**config.mk**
```make
export PLATFORM = sky130hd
export DESIGN_NAME = align_shifter
export DESIGN_NICKNAME = d
export VERILOG_FILES = /design/src/rtl/align_shifter.sv
export SDC_FILE = /design/constraint.sdc
export NUM_CORES = 1
export LEC_CHECK = 0
export CORE_ASPECT_RATIO = 1.4
export CORE_MARGIN = 1.5
export CORE_UTILIZATION = 50
export DETAILED_ROUTE_END_ITERATION = 12
export PLACE_DENSITY = 0.95
export SYNTH_ARGS = -nofsm -noshare
export SYNTH_HDL_FRONTEND = slang
export SYNTH_SLANG_ARGS = --single-unit
```
**constraint.sdc**
```tcl
create_clock -name clk -period 7.2 [get_ports clk]
set_clock_uncertainty 0.2 [all_clocks]
set_input_delay 0.72 -clock clk [delete_from_list [all_inputs] [get_ports clk]]
set_output_delay 0.72 -clock clk [all_outputs]
set_load 0.05 [all_outputs]
```
**src/rtl/align_shifter.sv**
```systemverilog
// ---------------------------------------------------------------------------
// align_shifter
//   Floating-point add pre-alignment stage. Accepts a pair of biased
//   exponents and 24-bit mantissas (hidden bit included), chooses the operand
//   with the larger exponent as the "big" one, and shifts the other mantissa
//   right by the exponent difference (clamped to 27). The result carries
//   guard/round/sticky bits in small_mant[2:0].
//
//   The shift is iterative: STEP bits per SHIFT cycle. STEP is 4 when
//   ALIGN_MULTI_BIT_STEP_EN is defined, otherwise 1. Results are
//   bit-identical in both builds; only the latency differs.
//
// Ports
//   clk         single clock, all state on rising edge
//   rst         synchronous active-high reset
//   in_valid    operand pair valid
//   in_ready    high only in IDLE
//   exp_a/b     biased exponents (EXP_W bits, EXP_W <= 32)
//   mant_a/b    24-bit mantissas including hidden bit
//   out_valid   aligned result valid (state DONE)
//   out_ready   downstream accepts result
//   big_mant    {larger-exponent mantissa, 3'b000}
//   small_mant  smaller-exponent mantissa, aligned, [2:0] = G,R,S
//   exp_common  larger exponent
//   swap        high when operand b has the larger exponent
// ---------------------------------------------------------------------------
module align_shifter #(
  parameter int EXP_W = 8
) (
  input  logic             clk,
  input  logic             rst,
  input  logic             in_valid,
  output logic             in_ready,
  input  logic [EXP_W-1:0] exp_a,
  input  logic [EXP_W-1:0] exp_b,
  input  logic [23:0]      mant_a,
  input  logic [23:0]      mant_b,
  output logic             out_valid,
  input  logic             out_ready,
  output logic [26:0]      big_mant,
  output logic [26:0]      small_mant,
  output logic [EXP_W-1:0] exp_common,
  output logic             swap
);

`ifdef ALIGN_MULTI_BIT_STEP_EN
  localparam logic [4:0] STEP = 5'd4;
`else
  localparam logic [4:0] STEP = 5'd1;
`endif

  localparam logic [4:0] R_MAX = 5'd27;

  typedef enum logic [1:0] {IDLE, SHIFT, DONE} state_e;

  state_e           state_q;
  logic             in_ready_q, out_valid_q, swap_q;
  logic [26:0]      big_q, small_q;
  logic [EXP_W-1:0] exp_q;
  logic [4:0]       r_q;

  // ---------------- accept-side datapath ----------------
  logic             acc_swap;
  logic [EXP_W-1:0] acc_diff, acc_exp;
  logic [31:0]      acc_diff_w;
  logic [4:0]       acc_r;
  logic [26:0]      acc_big, acc_small;

  always_comb begin
    acc_swap   = (exp_b > exp_a);            // ties keep a as big
    acc_diff   = acc_swap ? (exp_b - exp_a) : (exp_a - exp_b);
    acc_exp    = acc_swap ? exp_b : exp_a;
    acc_diff_w = 32'(acc_diff);
    // Clamp before narrowing so large differences never wrap the 5-bit count.
    acc_r      = (acc_diff_w > 32'd27) ? R_MAX : acc_diff_w[4:0];
    acc_big    = acc_swap ? {mant_b, 3'b000} : {mant_a, 3'b000};
    acc_small  = acc_swap ? {mant_a, 3'b000} : {mant_b, 3'b000};
  end

  // ---------------- shift-side datapath ----------------
  logic [4:0]  shamt;
  logic [26:0] sticky_mask, shr;
  logic        sticky;
  logic [26:0] small_d;
  logic [4:0]  r_d;

  always_comb begin
    shamt       = (r_q < STEP) ? r_q : STEP;
    // Bits [shamt:0] of the old value: everything that falls off the bottom
    // plus the bit that lands in position 0 all feed the sticky bit.
    sticky_mask = ((27'd1 << shamt) << 1) - 27'd1;
    sticky      = |(small_q & sticky_mask);
    shr         = small_q >> shamt;
    small_d     = {shr[26:1], sticky};
    r_d         = r_q - shamt;
  end

  // ---------------- FSM and state ----------------
  always_ff @(posedge clk) begin
    if (rst) begin
      state_q     <= IDLE;
      in_ready_q  <= 1'b1;
      out_valid_q <= 1'b0;
      swap_q      <= 1'b0;
      big_q       <= '0;
      small_q     <= '0;
      exp_q       <= '0;
      r_q         <= '0;
    end else begin
      case (state_q)
        IDLE: begin
          if (in_valid) begin
            swap_q     <= acc_swap;
            big_q      <= acc_big;
            small_q    <= acc_small;
            exp_q      <= acc_exp;
            r_q        <= acc_r;
            in_ready_q <= 1'b0;
            if (acc_r != 5'd0) begin
              state_q <= SHIFT;
            end else begin
              state_q     <= DONE;
              out_valid_q <= 1'b1;
            end
          end
        end
        SHIFT: begin
          small_q <= small_d;
          r_q     <= r_d;
          if (r_d == 5'd0) begin
            state_q     <= DONE;
            out_valid_q <= 1'b1;
          end
        end
        DONE: begin
          // Handshake returns to IDLE; the earliest new accept is next edge.
          if (out_ready) begin
            state_q     <= IDLE;
            out_valid_q <= 1'b0;
            in_ready_q  <= 1'b1;
          end
        end
        default: begin
          state_q     <= IDLE;
          in_ready_q  <= 1'b1;
          out_valid_q <= 1'b0;
        end
      endcase
    end
  end

  assign in_ready   = in_ready_q;
  assign out_valid  = out_valid_q;
  assign big_mant   = big_q;
  assign small_mant = small_q;
  assign exp_common = exp_q;
  assign swap       = swap_q;

endmodule

```
* Yosys cells after proc, flatten, opt, wreduce, memory -nomap -nowiden
Index checks and enable logic that the tools add are counted.
** Operators by class
- Equal/unequal tests :: 6
- Bitwise logic cells :: 2
- Shifts and indexed selects :: 2
- Order comparisons :: 3
- Muxes and demuxes :: 23
- Add/subtract/negate cells :: 4
- Reductions and logical operators :: 10
** Operator list (number)
- $mux 27 :: 3
- $pmux 27 s2 :: 1
- $and 27x27->27 :: 1
- $reduce_or 27->1 :: 1
- $shr 27x5->27 :: 1
- $sub 27x1->27 const B :: 1
- $shl 1x5->26 const A :: 1
- $mux 8 :: 2
- $sub 8x8->8 :: 2
- $mux 5 :: 3
- $pmux 5 s2 :: 1
- $gt 8x5->1 const B :: 1
- $gt 8x8->1 :: 1
- $mux 2 :: 4
- $ne 2x2->1 const B :: 4
- $mux 1 :: 6
- $pmux 1 s3 :: 2
- $pmux 2 s3 :: 1
- $reduce_and 3->1 :: 2
- $logic_not 5->1 :: 1
- $lt 5x1->1 const B :: 1
- $reduce_bool 5->1 :: 1
- $sub 5x5->5 :: 1
- $reduce_and 2->1 :: 2
- other kinds (6) :: 6
** Word-level totals
- Word-level logic and storage cells :: 58
- Bits of input ports :: 68
- Output and inout bits :: 65
- Register bits :: 72

* Depth between registers and ports, before layout
Gate-level depths: netlist of run 1.
- Word-level depth :: 8
- Gate-level depth with buffers :: 13
- Gate-level depth less buffers :: 12

* Worst setup path before layout of run 1
Ideal clock, no wire load.
- Kind :: input -> register
- From :: input port exp_b[0]
- To :: register state_q[0]
- Setup time :: 0.117 ns
- Stages :: 12
- Data arrival time :: 3.091 ns
- Path buffers :: 0
- Data required time :: 6.883 ns
- Path slack :: 3.791 ns
- Path through :: inv_1 ha_1 inv_1 fa_1 nand3_1 a21oi_2 o21ai_4 mux2i_1 xor2_1 nand3_1 or4_4 a32o_1
** On the way
- Cells in the longest elaborated chain, start to end :: 8
** Ends and longest elaborated chain
- start: declaration :: line 35 : input logic [EXP_W-1:0] exp_b,
- $sub 8x8->8 / $gt 8x8->1 (equally long branches) :: line 71, 70
- $mux 8 (*) :: line 71 : acc_diff = acc_swap ? (exp_b - exp_a) : (exp_a - exp_b);
- $gt 8x5->1 :: line 75 : acc_r = (acc_diff_w > 32'd27) ? R_MAX : acc_diff_w[4:0];
- $mux 5 (*) :: line 75
- $reduce_bool 5->1 (*) :: line 119 : if (acc_r != 5'd0) begin
- $mux 2 (*) :: line 119
- $mux 2 (*) :: line 112 : if (in_valid) begin
- $pmux 2 s3 (*) :: line 110 : case (state_q)
- end signal: assignment :: line 120 : state_q <= SHIFT;
- end signal: assignment :: line 122 : state_q <= DONE;
- end signal: assignment :: line 131 : state_q <= DONE;
- end: declaration :: line 56 : state_e state_q;
Every way passes the cells marked *; elsewhere a longest branch is shown, timed or not. The select of a mux whose other input is x is not followed.
A chain may end at the register's enable or synchronous reset.

* Worst setup path after layout of run 1
- From :: input port exp_a[3]
- To :: register state_q[0]
** On the way
- Cells in the longest elaborated chain, start to end :: 8
** Ends and longest elaborated chain
- start: declaration :: line 34 : input logic [EXP_W-1:0] exp_a,
- $sub 8x8->8 / $gt 8x8->1 (equally long branches) :: line 71, 70
- $mux 8 (*) :: line 71
- $gt 8x5->1 :: line 75
- $mux 5 (*) :: line 75
- $reduce_bool 5->1 (*) :: line 119
- $mux 2 (*) :: line 119
- $mux 2 (*) :: line 112
- $pmux 2 s3 (*) :: line 110
Marks and branches as above.

==> results of run 1 <==
==> logic make-up after synthesis <==
kind of cell,count (synthesis),synth area share
other cells,1,0.000926
buf+inv,59,0.0615
xor+xnor,7,0.0151
simple gates,154,0.168
flops,69,0.341
fa+ha+maj,19,0.0624
compound gates,119,0.214
mux,55,0.137
==> power groups by stage <==
stage	logic [mW]	registers [mW]	clock network (mW)
final	0.891	0.546	0.359
after global placement	0.865	0.545	0
after detailed placement	0.887	0.552	0
after CTS	0.891	0.544	0.363
after global routing	0.957	0.556	0.378
after floorplan	0.343	0.809	0
==> flip-flops by register name (all words and copies together) (netlist names) <==
name and flops:
big_mant 24, exp_common 8, in_ready 1, out_valid 1
r_q 5, small_mant 27, state_q 2, swap 1
==> final cells by class <==
type / count / area [um^2] / share of cell area
multi-input combinational: 357 / 2430 / 0.438
tap: 100 / 125 / 0.0226
clock inverter: 4 / 70.1 / 0.0126
clock buffer: 12 / 155 / 0.0280
timing repair buffer: 132 / 1310 / 0.236
sequential: 69 / 1380 / 0.249
inverter: 21 / 78.8 / 0.0142
==> per-stage QoR <==
stage                      util  cells  cell area, um^2
after CTS                 0.711    695             5550
final                     0.711    695             5550
after floorplan               -    485             4060
after global placement    0.683    679             5320
after detailed placement  0.683    679             5320
after global routing      0.711    695             5550
==> placed cells by master, fill, tap and decap left out, types with 3 or more instances in the layout <==
master | Yosys | layout
o21ai_0 | 9 | 9
nor4_1 | 3 | 3
a21oi_1 | 22 | 22
clkbuf_8 | 0 | 11
nand3_1 | 8 | 8
nor2_1 | 104 | 104
nand2_1 | 14 | 14
clkdlybuf4s50_1 | 0 | 128
a31oi_1 | 7 | 7
a211oi_1 | 34 | 34
mux2i_1 | 53 | 53
nor3_1 | 3 | 3
dfxtp_1 | 69 | 69
xnor2_1 | 5 | 5
a21o_1 | 4 | 4
a2111oi_0 | 23 | 23
ha_1 | 17 | 17
inv_1 | 21 | 21
conb_1 | 1 | 3
or3_1 | 3 | 3
buf_4 | 5 | 3
==> tightest hold or removal path, delay by kind of cell, from the launching register on <==
family / cells / cell delay, ps
flip-flops: 1 / 330
AND/OR/NAND/NOR: 1 / 70
AO/OA/AOI/OAI: 1 / 60
==> worst paths after layout <==
check / start / end / slack, ps / cells after the start
worst min-delay path: small_mant[0] / small_mant[0] / 290 / 2
worst max-delay path: exp_a[3] / state_q[0] / 2960 / 11
worst max register to register: r_q[1] / small_mant[15] / 3710 / 7
worst min register to register: small_mant[0] / small_mant[0] / 290 / 2
==> metal layers <==
metal | up-vias | share of wire
li1 | 1954 | -
met1 | 1914 | 0.38
met2 | 154 | 0.52
met3 | 34 | 0.058
met4 | 0 | 0.039
met5 | - | 0
==> metrics.txt, run 1 <==
part of the Yosys area used for sequential elements 0.341; via count of the first global-routing pass 3966; Root Driver clkbuf_8; synthesized instance count 483; maximum capacitance violations 0; total chip power 1.80 mW; final cycle utilization of the critical path 0.589; data required time of the critical path 7240 ps; number of setup buffers added after CTS 0; final critical delay including setup and external delays 4240 ps; proportion of layout cells with a drive suffix above 1 0.0504; Chip Height 109 um; drt pass-1 iters 5; CP arrival 4280 ps; nature of the critical path endpoint register; Cell variety after synth 53; routed length per instance 16.3 um; fraction of post-synthesis cell area in the top cell type by area 0.341; Routability Congestion 0.898; met3 usage 0.0423; Final nets 677; share of synthesized flip-flops with an asynchronous set or reset 0; width of the die 79.1 um; signed area change from the synthesized netlist to the final layout 37.0%; library cell with the largest summed area after synthesis dfxtp_1; top post-synthesis cells by area dfxtp_1 34%, mux2i_1 13%, nor2_1 9.6%; Max stage delay on crit path 790 ps; wire length of the first global-routing pass 17.9 mm; worst rel slew slack 0.358; most numerous cell in the Yosys netlist nor2_1; mean number of vias per cell 5.84; initial core utilization 0.519; Crit Path Max Fanout 67; clock tree from TritonCTS built; latest clock arrival within the worst-skew pair 340 ps; largest delay contributor family on the critical path buffers and inverters; Pwr per Cell Area 324 nW/um^2; final hold slack 293 ps; maximum achievable frequency 236 MHz; Fin Setup TNS 0 ps; overall fraction of global-route tracks in use 0.261; post-synthesis cell area 4050 um^2; clock net sink count 69; nature of the critical path startpoint input pin; part of the power in the clock network 0.200; main flop type after synthesis dfxtp_1; internal cell power 1.00 mW; Combinational Power Share 0.496; Setup Crit Path Kind input pin to register; GR Layer Usage met2 0.491; Final Hold Violating Endpoints 0; setup repair after global routing missed its margin false; most numerous cell types in the synthesized netlist 104 x nor2_1, 69 x dfxtp_1, 53 x mux2i_1, 34 x a211oi_1, 25 x clkbuf_1; via count 4056; Setup violations, final 0; routed wire length 11.3 mm; IO Port Bufs 129; Psw 0.797 mW; switching share of power 0.444; overflow left after global routing 0; Worst Max-Slew Pin Slew 964 ps; Max Root-Sink Buffers 2; post-layout worst setup margin 2960 ps; post-cts gate resize count 0; drc violations 0; IO Pins 133; number of filler cells placed in the layout 600; final HPWL from detailed placement 8.05 mm; number of hold buffers added after cts 0; Critical-path top delay cell buf_4; static leakage power 2.33 nW; post-synthesis sequential element count 69; Core Region 7800 um^2; cell-by-cell listing of the critical path clkdlybuf4s50_1 > inv_1 > ha_1 > nand4_1 > or2_4 > o21ai_4 > buf_4 > and3b_1 > o21ai_0 > or4_4 > a32o_1; number of core rows 38; synth warn 0; count of buffer and inverter cells on the critical path 3; initial antenna violation count 0; mean area per synthesized cell 8.39 um^2; worst setup timing slack at the placement stage 2620 ps; power share of the sequential group 0.304; Routed Antenna Nets 0; largest vdd supply drop 171 uV; max-slew violation total from the final report 0; TritonCTS Buffers 9; result of the run finished clean; maximum number of pins on one net before global-route repair 74; clock slew at reported path FFs 80 ps; number of inserted diodes 0; number of H-tree levels 3; total die area 8660 um^2; Worst Hold Class register to register; routing layer with the top usage in global route met2; global-route track usage on met1 0.273; DRC marker count from the first detailed-route iteration 179; Post-synth EDFFs 0
No activity file was read; power rests on OpenSTA's default activity.
==> run 2, diff against run 1 <==
CORE_UTILIZATION = 42   (was 50)
PLACE_DENSITY = 0.87   (was 0.95)
clock period = 3.7 ns   (was 7.2 ns; I/O delays follow)
==> run 2 against run 1 <==
  * Total power rose by 110%
  * Worst hold slack got worse by 9.0 ps
  * Non-clock buffer count rose by 10
==> metrics.txt, run 2 (synthesized netlist as in run 1, its figures left out) <==
CP arrival 3340 ps; clock tree from TritonCTS built; overall fraction of global-route tracks in use 0.224; Final Non-Filler Cells 715; IO Pins 133; number of core rows 42; number of inserted diodes 0; total length of routed met2 wires 5.92 mm; data required time of the critical path 3700 ps; highest layer used for signal routing met4; nature of the critical path endpoint register; maximum achievable frequency 299 MHz; width of the die 86.0 um; mean number of vias per cell 5.58; Met1 Wirelength 4.50 mm; Final Hold Violating Endpoints 0; Root Driver clkbuf_16; nature of the critical path startpoint input pin; maximum number of pins on one net before global-route repair 72; placed instance area 5420 um^2; clock net sink count 69; Fin Setup TNS 0 ps; routed wire length 11.3 mm; number of setup buffers added after CTS 0; result of the run finished clean; via count 3991; routed length per instance 15.9 um; max-slew violation total from the final report 0; Core Region 9410 um^2; Final nets 687; Max Root-Sink Buffers 2; met3 routed WL 649 um; via count of the first global-routing pass 3923; proportion of layout cells with a drive suffix above 1 0.0678; Setup Crit Path Kind input pin to register; initial core utilization 0.431; number of hold buffers added after cts 0; signed area change from the synthesized netlist to the final layout 42.5%; final critical delay including setup and external delays 3340 ps; fraction of the core area covered by cells at the end of the flow 0.613; worst rel slew slack 0.471; static leakage power 2.42 nW; Routed Antenna Nets 0; r2r worst-path depth 8; TritonCTS Buffers 9; cell count of the worst hold path 2; IO Port Bufs 129; setup repair after global routing missed its margin false; final HPWL from detailed placement 8.20 mm; drt pass-1 iters 4; Final Cell Area 5770 um^2; number of H-tree levels 3; largest vdd supply drop 272 uV; Chip Height 119 um; Crit Path Max Fanout 48; Routability Congestion 0.895; Worst Hold Class register to register; total die area 10200 um^2; Pwr per Cell Area 662 nW/um^2; wire length of the first global-routing pass 18.5 mm; drc violations 0; clock slew at reported path FFs 60 ps; leading cell type in the layout, fill and taps excluded clkdlybuf4s50_1; maximum capacitance violations 0; commonest non-fill, non-tap cells in the layout 128 x clkdlybuf4s50_1, 104 x nor2_1, 69 x dfxtp_1; number of filler cells placed in the layout 764; instance count after placement with tap cells included 699; post-cts gate resize count 0; initial antenna violation count 0; DRC marker count from the first detailed-route iteration 222; overflow left after global routing 0; final cycle utilization of the critical path 0.904; max reg flops 27; latest clock arrival within the worst-skew pair 340 ps; Setup violations, final 0; Worst Max-Slew Pin Slew 791 ps
-- run 2: cell count changes in the layout (fill, tap and decap cells not counted), sizes merged --
cell	before	now
buf	4	14
bufinv	2	3
clkbuf	12	9
clkinv	2	1
clkinvlp	0	2
inv	21	22
-- run 2: cell type report --
type                            instances  area (um^2)  area share
Multi-Input combinational cell        357         2430       0.421
Timing Repair Buffer                  142         1400       0.242
Sequential cell                        69         1380       0.239
Clock buffer                            9          225      0.0390
Tap cell                              110          138      0.0239
Clock inverter                          7          123      0.0212
Inverter                               21         78.8      0.0137
-- run 2: path summary, 6_finish.rpt --
kind	end	slack (ps)	startpoint
hold reg to reg	swap	280	swap
hold / removal	swap	280	swap
setup reg to reg	small_mant[11]	890	r_q[1]
setup / recovery	small_mant[14]	360	exp_b[0]
-- run 2: critical path, stage by stage --
cell and delay [ps]:
clkdlybuf4s50_1 430, inv_1 100, ha_1 170, inv_1 50, fa_1 410, nand3_1 150
a21oi_2 100, o21ai_4 200, buf_4 650, mux2i_1 180, a2111oi_0 500
-- run 2: metal layers --
| metal | track usage | vias up |
|---|---|---|
| li1 | - | 1982 |
| met3 | 0.0284 | 16 |
| met4 | 0.104 | 0 |
| met2 | 0.410 | 128 |
| met5 | 0 | - |
| met1 | 0.253 | 1865 |
-- run 2: report_power, final --
group	switching, mW	total [mW]	internal (mW)
clock	0.346	1.01	0.662
combinational	1.12	1.75	0.632
sequential	0.137	1.06	0.919
total	1.61	3.82	2.21
-- run 2: stage by stage --
stage               power, mW  hold slack [ps]  setup slack (ps)
floorplan                2.24              302               641
global placement         2.76              268               150
detailed placement       2.82              279              44.3
CTS                      3.84              292               297
global route             4.01              314              92.1
finish                   3.82              284               356
